===== config.mk =====
export PLATFORM = sky130hd
export DESIGN_NAME = ctrl_mc
export DESIGN_NICKNAME = d
export VERILOG_FILES = /design/src/rtl/ctrl_mc.sv
export SDC_FILE = /design/constraint.sdc
export NUM_CORES = 1
export LEC_CHECK = 0
export CAP_MARGIN = 10
export CORE_UTILIZATION = 29
export DETAILED_ROUTE_END_ITERATION = 16
export PLACE_DENSITY = 0.65
export SLEW_MARGIN = 20
export SYNTH_ARGS = -nofsm -noshare
export SYNTH_HDL_FRONTEND = slang
export SYNTH_SLANG_ARGS = --single-unit

===== constraint.sdc =====
create_clock -name clk -period 1.6 [get_ports clk]
set_input_delay 0.24 -clock clk [delete_from_list [all_inputs] [get_ports clk]]
set_output_delay 0.24 -clock clk [all_outputs]
set_load 0.05 [all_outputs]

===== src/rtl/ctrl_mc.sv =====
// Multi-cycle control unit: decodes opcode/func3/b into datapath selects through a
// FLUSH/EXEC/MEM_WAIT/WB state machine with a timed req/ack data-memory handshake.
module ctrl_mc #(
  parameter int FLUSH_SLOTS = 1,
  parameter int RST_NOPS    = 1,
  parameter int MEM_TIMEOUT = 15
) (
  input  logic       clk,
  input  logic       rst,
  input  logic [4:0] opcode,
  input  logic [2:0] func3,
  input  logic       b,
  input  logic [1:0] addr_lo,
  input  logic       hold,
  input  logic       mem_ack,
  output logic       mem_req,
  output logic       we,
  output logic [3:0] mem_be,
  output logic       reg_wr,
  output logic [1:0] pc_sel,
  output logic       mem_sel,
  output logic [1:0] inst_sel,
  output logic       bus_err
);
  localparam logic [4:0] OPC_LOAD = 5'b00000, OPC_STORE = 5'b01000, OPC_BRANCH = 5'b11000;
  localparam logic [4:0] OPC_JAL = 5'b11011, OPC_JALR = 5'b11001, OPC_OP = 5'b01100;
  localparam logic [4:0] OPC_OP_IMM = 5'b00100, OPC_LUI = 5'b01101;
  localparam logic [2:0] F3_SB = 3'b000, F3_SH = 3'b001, F3_SBU = 3'b100, F3_SHU = 3'b101;
  localparam logic [1:0] PC_P4 = 2'd0, PC_ALU = 2'd1, PC_OLD = 2'd2;
  localparam logic       MEM_PC = 1'b0, MEM_ALU = 1'b1;
  localparam logic [1:0] INST_MEM = 2'd0, INST_OLD = 2'd1, INST_NOP = 2'd2;

  localparam int FC_MAX = (FLUSH_SLOTS > RST_NOPS) ? FLUSH_SLOTS : RST_NOPS;
  localparam int FC_W   = $clog2(FC_MAX + 1);
  localparam int TO_W   = (MEM_TIMEOUT > 0) ? $clog2(MEM_TIMEOUT + 1) : 1;
  localparam bit TO_EN  = (MEM_TIMEOUT != 0);
  localparam logic [FC_W-1:0] FC_SLOTS = FC_W'(FLUSH_SLOTS);
  localparam logic [FC_W-1:0] FC_RST   = FC_W'(RST_NOPS);
  localparam logic [TO_W-1:0] TO_MAX   = TO_W'(MEM_TIMEOUT);
  localparam logic [TO_W-1:0] TO_SAT   = '1;

  typedef enum logic [1:0] {S_FLUSH = 2'd0, S_EXEC = 2'd1, S_MEM_WAIT = 2'd2, S_WB = 2'd3} state_t;

  state_t          state_r, next_state_s;
  logic [FC_W-1:0] flush_cnt_r, flush_cnt_nxt_s;
  logic [TO_W-1:0] to_cnt_r, to_cnt_nxt_s;
  logic            post_rst_r;
  logic            is_load_s, is_store_s, is_mem_s, redirect_s, writes_rd_s, timeout_s;

  function automatic logic [3:0] byte_en(input logic [2:0] f3, input logic [1:0] lo);
    case (f3)
      F3_SB, F3_SBU: byte_en = 4'b0001 << lo;
      F3_SH, F3_SHU: byte_en = 4'b0011 << {lo[1], 1'b0};
      default:       byte_en = 4'b1111;
    endcase
  endfunction

  assign is_load_s  = (opcode == OPC_LOAD);
  assign is_store_s = (opcode == OPC_STORE);
  assign is_mem_s   = is_load_s || is_store_s;
  assign redirect_s = (opcode == OPC_JAL) || (opcode == OPC_JALR) || ((opcode == OPC_BRANCH) && b);
  assign timeout_s  = TO_EN && (to_cnt_r == TO_MAX) && !mem_ack;

  // Opcodes that write the register file directly from EXEC
  always_comb begin
    case (opcode)
      OPC_JAL, OPC_JALR, OPC_OP, OPC_OP_IMM, OPC_LUI: writes_rd_s = 1'b1;
      default:                                        writes_rd_s = 1'b0;
    endcase
  end

  // State and counter registers
  always_ff @(posedge clk) begin
    if (rst) begin
      state_r     <= S_FLUSH;
      flush_cnt_r <= FC_RST;
      to_cnt_r    <= '0;
      post_rst_r  <= 1'b1;
    end else begin
      state_r     <= next_state_s;
      flush_cnt_r <= flush_cnt_nxt_s;
      to_cnt_r    <= to_cnt_nxt_s;
      post_rst_r  <= 1'b0;
    end
  end

  // Next state; hold freezes everything
  always_comb begin
    next_state_s    = state_r;
    flush_cnt_nxt_s = flush_cnt_r;
    to_cnt_nxt_s    = to_cnt_r;
    if (hold) begin
      next_state_s = state_r;
    end else begin
      case (state_r)
        S_FLUSH: begin
          if (flush_cnt_r <= FC_W'(1)) begin
            next_state_s = S_EXEC;
          end else begin
            flush_cnt_nxt_s = flush_cnt_r - FC_W'(1);
          end
        end
        S_EXEC: begin
          if (is_mem_s) begin
            to_cnt_nxt_s = TO_W'(1);
            if (mem_ack) begin
              next_state_s    = is_load_s ? S_WB : S_FLUSH;
              flush_cnt_nxt_s = FC_SLOTS;
            end else begin
              next_state_s = S_MEM_WAIT;
            end
          end else if (redirect_s) begin
            next_state_s    = S_FLUSH;
            flush_cnt_nxt_s = FC_SLOTS;
          end else begin
            next_state_s = S_EXEC;
          end
        end
        S_MEM_WAIT: begin
          if (mem_ack) begin
            next_state_s    = is_load_s ? S_WB : S_FLUSH;
            flush_cnt_nxt_s = FC_SLOTS;
          end else if (timeout_s) begin
            next_state_s    = S_FLUSH;
            flush_cnt_nxt_s = FC_SLOTS;
          end else if (to_cnt_r != TO_SAT) begin
            to_cnt_nxt_s = to_cnt_r + TO_W'(1);
          end else begin
            to_cnt_nxt_s = to_cnt_r;
          end
        end
        S_WB: begin
          next_state_s    = S_FLUSH;
          flush_cnt_nxt_s = FC_SLOTS;
        end
        default: next_state_s = S_FLUSH;
      endcase
    end
  end

  // Output decode from state and inputs; reset and its following cycle force a quiet NOP
  always_comb begin
    mem_req  = 1'b0;
    we       = 1'b0;
    mem_be   = 4'b0000;
    reg_wr   = 1'b0;
    pc_sel   = PC_OLD;
    mem_sel  = MEM_PC;
    inst_sel = INST_NOP;
    bus_err  = 1'b0;
    if (rst || post_rst_r) begin
      inst_sel = INST_NOP;
    end else begin
      case (state_r)
        S_FLUSH: begin
          pc_sel   = hold ? PC_OLD : PC_P4;
          inst_sel = hold ? INST_OLD : INST_NOP;
        end
        S_EXEC: begin
          if (hold) begin
            inst_sel = INST_OLD;
          end else if (is_mem_s) begin
            mem_req  = 1'b1;
            we       = is_store_s;
            mem_be   = byte_en(func3, addr_lo);
            mem_sel  = MEM_ALU;
            inst_sel = INST_OLD;
          end else begin
            reg_wr   = writes_rd_s;
            pc_sel   = redirect_s ? PC_ALU : PC_P4;
            inst_sel = redirect_s ? INST_NOP : INST_MEM;
          end
        end
        S_MEM_WAIT: begin
          if (!hold && timeout_s) begin
            bus_err  = 1'b1;
            inst_sel = INST_NOP;
          end else begin
            mem_req  = 1'b1;
            we       = is_store_s;
            mem_be   = byte_en(func3, addr_lo);
            mem_sel  = MEM_ALU;
            inst_sel = INST_OLD;
          end
        end
        S_WB: begin
          if (hold) begin
            inst_sel = INST_OLD;
          end else begin
            reg_wr = 1'b1;
            pc_sel = PC_P4;
          end
        end
        default: inst_sel = INST_NOP;
      endcase
    end
  end
endmodule


# == After elaboration in Yosys (flattened, before gate mapping) ==
# Cells that the tools add are included.
# word_totals
reg_bits,8
in_bits,15
output_inout_bits,13
word_cells,113
# classes
n_addsub,2
n_lt_le_gt_ge,1
eq_ne,24
shift,2
muxes,59
bitwise,1
reduce_logical,20
# op_table
op,n
2-to-1 mux 2 bit,16
2-to-1 mux 4 bit,8
2-to-1 mux 1 bit,25
one-hot mux 4 bit (2 select lines),3
"equality test 5 x 4 -> 1 bit, second input constant",3
"equality test 5 bit, second input constant",3
"!= test 2 bit, second input constant",6
"!= test 3 bit, second input constant",3
one-hot mux 2 bit (4 select lines),1
"equality test 3 bit, second input constant",2
one-hot mux 1 bit (2 select lines),3
one-hot mux 2 bit (3 select lines),1
AND reduction 6 bit,1
OR reduction 2 bit,3
"equality test 5 x 3 -> 1 bit, second input constant",1
zero test 5 bit,1
AND reduction 5 bit,1
OR reduction 5 bit,1
"adder 4 x 1 -> 4 bit, second input constant",1
"equality test 2 bit, second input constant",2
"equality test 4 bit, second input constant",1
logical OR 1 bit,4
"!= test 4 bit, second input constant",1
one-hot mux 1 bit (4 select lines),1
14 further kinds,17

# == Longest topological paths before layout ==
# Gate-level depths: netlist (run 1).
# depth
ltp_word,8
depth_mapped,8

# == Worst setup path after synthesis (run 1) ==
# OpenSTA, ideal clock, no wires.
# synth_path
kind,register -> output
start,reg state_r[0]
end,out we
arrival_time_ns,3.380
path_slack_ns,-2.020
stages_incl_launch_ff,6
path_cell_list,dfxtp_1 inv_1 ha_1 clkbuf_1 o31ai_1 a2111oi_0
# synth_via
elab_chain_len,3
elab_cells_between_ends,4
cone_classes,eq/ne: 2; mux: 2
# synth_lines
element,line,text
from (decl),44,"state_t state_r, next_state_s;"
from (signal assigned),80,state_r <= next_state_s;
equality test 2 bit or equality test 2 x 1 -> 1 bit (tied branches),154,case (state_r)
one-hot mux 1 bit (2 select lines) *,154,
2-to-1 mux 1 bit *,151,if (rst || post_rst_r) begin
to (decl),17,"output logic we,"
# Mark *: on every way between the ends. The rest lies on a longest branch, timed or not.

# == Final worst setup path (run 1) ==
# layout_path
start,reg state_r[1]
end,out mem_be[3]
# layout_via
elab_chain_len,3
elab_cells_between_ends,4
cone_classes,eq/ne: 2; mux: 2
# layout_lines
element,line,text
equality test 2 bit or equality test 2 x 1 -> 1 bit (tied branches),154,
one-hot mux 4 bit (2 select lines) *,154,
2-to-1 mux 4 bit *,151,
to (decl),18,"output logic [3:0] mem_be,"
# Marks and branches as above.

==> out/qor.csv, run 1 <==
metric,value,unit
critical path class,register to output port,
syn_nets,113,
PD cells,344,mW/mm2
# clock sinks,7,
Tcrit/Tclk final,120,%
CTS tree,yes,
clk slew on worst S/H paths,0.05,ns
pin count of the biggest net entering global routing,12,
Final Slew Violations,0,
Post-DP HPWL,1.95,mm
vias per cell,5.31,
Placement Setup Slack,-0.630,ns
Async SR Flop Fraction,0,%
syn_area_per_cell,7.36,um2
initial antenna violation count,0,
Min-Delay Endpoint,state_r[1],
violated checks,setup timing,
commonest cells in the synthesized netlist,"a21oi_1 (14), dfxtp_1 (7), nor2_1 (7)",
root buf cell,clkbuf_4,
CP endpoint kind,output port,
min setup slack post-route,-0.321,ns
R2R Setup Slk,0.03,ns
"area leader, netlist",dfxtp_1,
"FF+latch count, synth",7,
io pins,28,
die width,50.6,um
Final ANT Viol Nets,0,
main area contributors after synthesis,"dfxtp_1 (20%), a21oi_1 (10%), ha_1 (9.1%), nor2b_1 (5.5%), nand2b_1 (4.6%)",
Synth top area share,20.5,%
Synth Cell Area,684,um2
leakage,0.000677,uW
worst-skew pair later-pin latency,0.24,ns
global routing's busiest layer,met2,
RSZ-0062 raised after global routing,yes,
status,"finished, violations left",
Peak VDD IR,0.314,mV
share of cells above drive strength 1,62.2,%
"count leader, synth",a21oi_1,
Min-Delay Path Depth,6,
Antenna Cells,0,
DR pass1 iterations,4,
hold_buf cts,0,
PnR Total Power,600,uW
crit path DAT,1.68,ns
GPL Wtd Cong,0.769,
# setup viols final,13,
cells on worst reg2reg path,9,
RR Startpoint,state_r[0],
fraction of the yosys area taken by sequential cells,20.5,%
Final #Nets,177,
FMAX,0.521,GHz
skew final,0.00309,ns
max-cap viol count,0,
CORE AREA,0.00221,mm2
initial core utilization,30.9,%
CTS buffer count,3,
global-route met2 utilization,48.7,%
row count,17,
Remaining DRCs,0,
global-route wire length before repair,4.55,mm
CTS Buffer Depth,2,
CP Max Fanout,5,
synth warn,0,
min Tclk post-route,1.92,ns
DIE HEIGHT,50.6,um
"Req. time, crit path",1.36,ns
Die ar.,0.00256,mm2
met3 usage,4.24,%
vias in the first global route,1030,
Area Growth Syn to Fin,154,%
max_slew headroom,75.2,%
I/O Buffers,26,
"Hold Vio Cnt, Final",0,
Worst setup SP type,register,
reg-to-reg critical path endpoint,to_cnt_r[2],
Syn Inst Count,93,
routed len/inst,15.7,um
M1 GR Usage,22.7,%
Worst Hold Class,input port to register,
total routed wirelength,2.88,mm
Synth Flop Type,dfxtp_1,
worst-margin pin slew,0.368,ns
worst hold start,opcode[1],
"Core Util, Final",78.7,%
GR Overflow Total,0,
number of flops mapped to enable cells by yosys,0,
initial DRC count,29,
H-tree depth,1,
distinct cell type count after synthesis,32,
total track usage,23.7,%
via count,977,
==> critical path: stages (launching register included) <==
cell      delay [ns]
dfxtp_4         0.36
inv_4           0.07
ha_4            0.14
nand2b_4        0.07
or2_1           0.22
a21o_4          0.27
a21oi_4         0.15
buf_12          0.15
==> layout make-up <==
cell class / instances / area [um2]
clock buffers: 4 / 26.3
inverters: 5 / 27.5
repair buffers: 64 / 701
flip-flops and latches: 7 / 150
fillers: 153 / 470
well taps: 28 / 35.0
multi-input cells: 76 / 802
==> through the flow <==
step	instance area [um2]	instances	hold slack, ns	TNS, ns
after floorplan	885	93	0.268	-2.61
after global placement	1470	170	0.550	-8.40
after detailed placement	1470	170	0.564	-8.78
after CTS	1670	183	0.575	-3.56
after global routing	1740	184	0.610	-4.29
final	1740	184	0.569	-3.29
==> report_power, final <==
part           switching (uW)  internal, uW  leakage (uW)
clock network            60.8          94.9     0.0000150
registers                6.79           178     0.0000595
logic                     136           123      0.000603
total                     203           396      0.000677
==> cell usage in the layout, fill, tap and decap left out, types with 3 or more instances in the layout <==
cell type / count
dlygate4sd2_1: 3
a21oi_4: 5
clkbuf_4: 3
nand4b_1: 3
nand2b_1: 3
dfxtp_1: 3
buf_6: 10
nor2_1: 6
buf_12: 13
buf_4: 29
ha_4: 4
a21oi_1: 7
clkdlybuf4s50_1: 5
nor2b_1: 5
==> timing repair <==
item,CTS,global route
resized for setup,46,16
setup buffers,9,3
cloned,0,0
pin swaps,15,14
endpoints found under the setup margin,19,19
==> sequential cells by signal, indices dropped and copies added, names as in the netlist <==
register and cells:
to_cnt_r 4, post_rst_r 1, state_r 2
==> logic make-up after synthesis <==
group | share of synthesized area (%)
and+or+nand+nor | 31.6
AOI/OAI and AO/OA | 31.3
buffers and inverters | 6.03
DFF | 20.5
adders and majority gates | 9.14
muxes | 1.46
==> per-layer routing <==
layer / vias to the layer above / routed length [um]
met5: - / 0
met4: 0 / 19
met3: 2 / 145
met2: 32 / 1630
met1: 464 / 1090
li1: 479 / -
==> how the worst max path moves through the flow <==
stage                            from   endpoint  depth (start not counted)
after global routing      to_cnt_r[0]    mem_sel                          6
after CTS                  state_r[1]  pc_sel[0]                          6
after global placement      opcode[0]  mem_be[3]                          6
final                      state_r[1]  mem_be[3]                          7
after floorplan             opcode[0]  mem_be[1]                          4
after detailed placement    opcode[0]  mem_be[3]                          6
Power figures use the tool's default switching activity.
==> inputs of run 2 (changes only) <==
--- a/config.mk
+++ b/config.mk
@@ -6,9 +6,9 @@
 export NUM_CORES = 1
 export LEC_CHECK = 0
 export CAP_MARGIN = 10
-export CORE_UTILIZATION = 29
+export CORE_UTILIZATION = 38
 export DETAILED_ROUTE_END_ITERATION = 16
-export PLACE_DENSITY = 0.65
+export PLACE_DENSITY = 0.8
 export SLEW_MARGIN = 20
 export SYNTH_ARGS = -nofsm -noshare
 export SYNTH_HDL_FRONTEND = slang
==> out/qor.csv, run 2 <==
metric,value,unit
Post-DP HPWL,2.05,mm
CTS Buffer Depth,2,
fraction of the yosys area taken by sequential cells,20.5,%
"area leader, netlist",dfxtp_1,
distinct cell type count after synthesis,32,
H-tree depth,1,
"Worst endpoint, post-GRT repair",mem_req,
syn_area_per_cell,7.36,um2
Failed at,5_1_grt,
Synth Cell Area,684,um2
main area contributors after synthesis,"dfxtp_1 (20%), a21oi_1 (10%), ha_1 (9.1%), nor2b_1 (5.5%), nand2b_1 (4.6%)",
"FF+latch count, synth",7,
row count,14,
"count leader, synth",a21oi_1,
syn_nets,113,
commonest cells in the synthesized netlist,"a21oi_1 (14), dfxtp_1 (7), nor2_1 (7)",
Worst End Pin Type,output port,
die width,44.4,um
Async SR Flop Fraction,0,%
root buf cell,clkbuf_4,
CTS buffer count,3,
I/O Buffers,26,
GPL Wtd Cong,0.793,
Synth Flop Type,dfxtp_1,
io pins,28,
DIE HEIGHT,44.4,um
initial core utilization,42.9,%
Placement Setup Slack,-0.656,ns
number of flops mapped to enable cells by yosys,0,
Syn Inst Count,93,
# clock sinks,7,
synth warn,0,
status,did not finish,
Synth top area share,20.5,%
Err,"[ERROR DPL-0038] Utilization greater than 100%, impossible to legalize",
pin count of the biggest net entering global routing,12,
## run 2: logic make-up after synthesis
family | after synthesis | synth area share, %
DFF | 7 | 20.5
adders and majority gates | 5 | 9.14
muxes | 1 | 1.46
and+or+nand+nor | 36 | 31.6
buffers and inverters | 10 | 6.03
AOI/OAI and AO/OA | 34 | 31.3
## run 2: stage by stage
| step | hold WS [ns] | utilization [%] | instance area, um2 | instances | TNS, ns |
|---|---|---|---|---|---|
| after detailed placement | 0.602 | 90.4 | 1440 | 163 | -8.98 |
| after CTS | 0.593 | 98.1 | 1560 | 174 | -3.70 |
| after floorplan | 0.268 | - | 885 | 93 | -2.61 |
| after global placement | 0.549 | 90.4 | 1440 | 163 | -8.51 |
## run 2: what timing repair did
item	CTS
resized for setup	31
endpoints found under the setup margin	19
cloned	0
buffers inserted	7
hold buffers	0
hold endpoints to repair	0
pin swaps	9
==> inputs of run 3 (changes only) <==
--- a/config.mk
+++ b/config.mk
@@ -6,9 +6,10 @@
 export NUM_CORES = 1
 export LEC_CHECK = 0
 export CAP_MARGIN = 10
-export CORE_UTILIZATION = 38
+export CORE_AREA = 2 2 63 65
 export DETAILED_ROUTE_END_ITERATION = 16
-export PLACE_DENSITY = 0.8
+export DIE_AREA = 0 0 65 67
+export PLACE_DENSITY_LB_ADDON = 0.15
 export SLEW_MARGIN = 20
 export SYNTH_ARGS = -nofsm -noshare
 export SYNTH_HDL_FRONTEND = slang
==> constraint.sdc (replaced) <==
create_clock -name clk -period 2.08 [get_ports clk]
set_input_delay 0.312 -clock clk [delete_from_list [all_inputs] [get_ports clk]]
set_output_delay 0.312 -clock clk [all_outputs]
set_load 0.05 [all_outputs]
==> out/qor.csv, run 3 (synthesized netlist as in run 1, its figures left out) <==
metric,value,unit
status,"finished, final reports clean",
PnR Total Power,502,uW
Final #Nets,162,
total track usage,12.0,%
M1 GR Usage,14.4,%
"Hold Vio Cnt, Final",0,
Hold Slack,0.500,ns
H-tree depth,1,
total routed wirelength,2.52,mm
global-route met2 utilization,20.4,%
CTS buffer count,3,
Remaining DRCs,0,
Final ANT Viol Nets,0,
CP Max Fanout,5,
vias in the first global route,883,
max-cap viol count,0,
initial core utilization,19.0,%
Final Slew Violations,0,
Tcrit/Tclk final,98.5,%
Reg with most FFs,to_cnt_r,
initial DRC count,24,
"commonest cells after routing, fill and taps aside","buf_4 (22), buf_12 (13), a21oi_1 (11)",
Sw Share,30.2,%
critical path class,input port to output port,
fill cell count,357,
crit path DAT,1.74,ns
Clock power frac,38.6,%
worst-skew pair later-pin latency,0.23,ns
min setup slack post-route,0.0306,ns
skew final,0.00138,ns
hold_buf cts,0,
DR pass1 iterations,4,
row count,22,
I/O Buffers,26,
CTS tree,yes,
root buf cell,clkbuf_8,
GR Overflow Total,0,
CP endpoint kind,output port,
Area Growth Syn to Fin,120,%
CORE AREA,0.00361,mm2
pin count of the biggest net entering global routing,12,
# clock sinks,7,
global routing's busiest layer,met2,
initial antenna violation count,0,
Worst setup SP type,input port,
met3 usage,3.72,%
global-route wire length before repair,4.00,mm
worst-margin pin slew,0.376,ns
Post-DP HPWL,1.90,mm
Psw,151,uW
Antenna Cells,0,
leakage,0.000584,uW
max_slew headroom,74.7,%
clk slew on worst S/H paths,0.04,ns
vias per cell,4.72,
PD cells,333,mW/mm2
Peak VDD IR,0.210,mV
part of the power in registers,29.0,%
CTS Buffer Depth,2,
min Tclk post-route,2.05,ns
io pins,28,
routed len/inst,13.3,um
die width,65,um
biggest regs,"to_cnt_r x4, state_r x2, post_rst_r x1",
share of cells above drive strength 1,49.6,%
setup tns final,0,ns
GPL Wtd Cong,0.740,
# setup viols final,0,
Post-Place Cell Area,0.00131,mm2
Worst Hold Class,register to register,
combinational share of power,32.4,%
DIE HEIGHT,67,um
Placement Setup Slack,-0.371,ns
Internal Power,350,uW
max reg flops,4,
cell area after layout,0.00151,mm2
"Req. time, crit path",1.77,ns
FMAX,0.488,GHz
via count,892,
Die ar.,0.00436,mm2
"commonest non-fill, non-tap cell in the layout",buf_4,
## run 3: path summary, 6_finish.rpt
check | start | to | slack [ns] | cells past startpoint
setup / recovery | opcode[4] | mem_be[0] | 0.03 | 6
hold / removal | to_cnt_r[1] | to_cnt_r[1] | 0.50 | 2
setup reg to reg | state_r[0] | state_r[0] | 0.38 | 7
hold reg to reg | to_cnt_r[1] | to_cnt_r[1] | 0.50 | 2
## run 3: power groups by stage
stage / clock [uW] / combinational (uW) / sequential [uW]
2_1_floorplan: 0 / 65.6 / 145
3_3_place_gp: 0 / 146 / 147
3_5_place_dp: 0 / 149 / 147
4_1_cts: 202 / 151 / 145
5_1_grt: 208 / 175 / 146
6_report: 194 / 163 / 145
## run 3: what timing repair did
action	CTS	global route
pin swaps	7	8
setup endpoints to repair	13	10
cloned	0	0
setup buffers	1	1
resized for setup	30	23
## run 3: critical path, stage by stage
cell and delay, ns:
buf_6 0.09, or4_4 0.52, or2_1 0.25, a21o_4 0.27, a21oi_4 0.15, buf_12 0.15
## run 3: per-stage QoR
step	util [%]	std cells
after floorplan	-	93
after global placement	36.4	183
after detailed placement	36.4	183
after global routing	41.8	189
final	41.8	189
after CTS	39.1	188
## run 3: final cells by class
cell class                 count  area [um2]  share of cell area, %
clock buffer                   4        45.0                   2.99
timing repair buffer          49         553                   36.7
sequential                     7         148                   9.79
inverter                       5        18.8                   1.24
tap                           48        60.1                   3.98
multi-input combinational     76         683                   45.3
## run 3: per-layer routing
metal / part of all wire (%) / vias to the layer above
met5: 0 / -
li1: - / 442
met2: 51 / 16
met4: 1.5 / 0
met1: 44 / 428
met3: 3.4 / 6
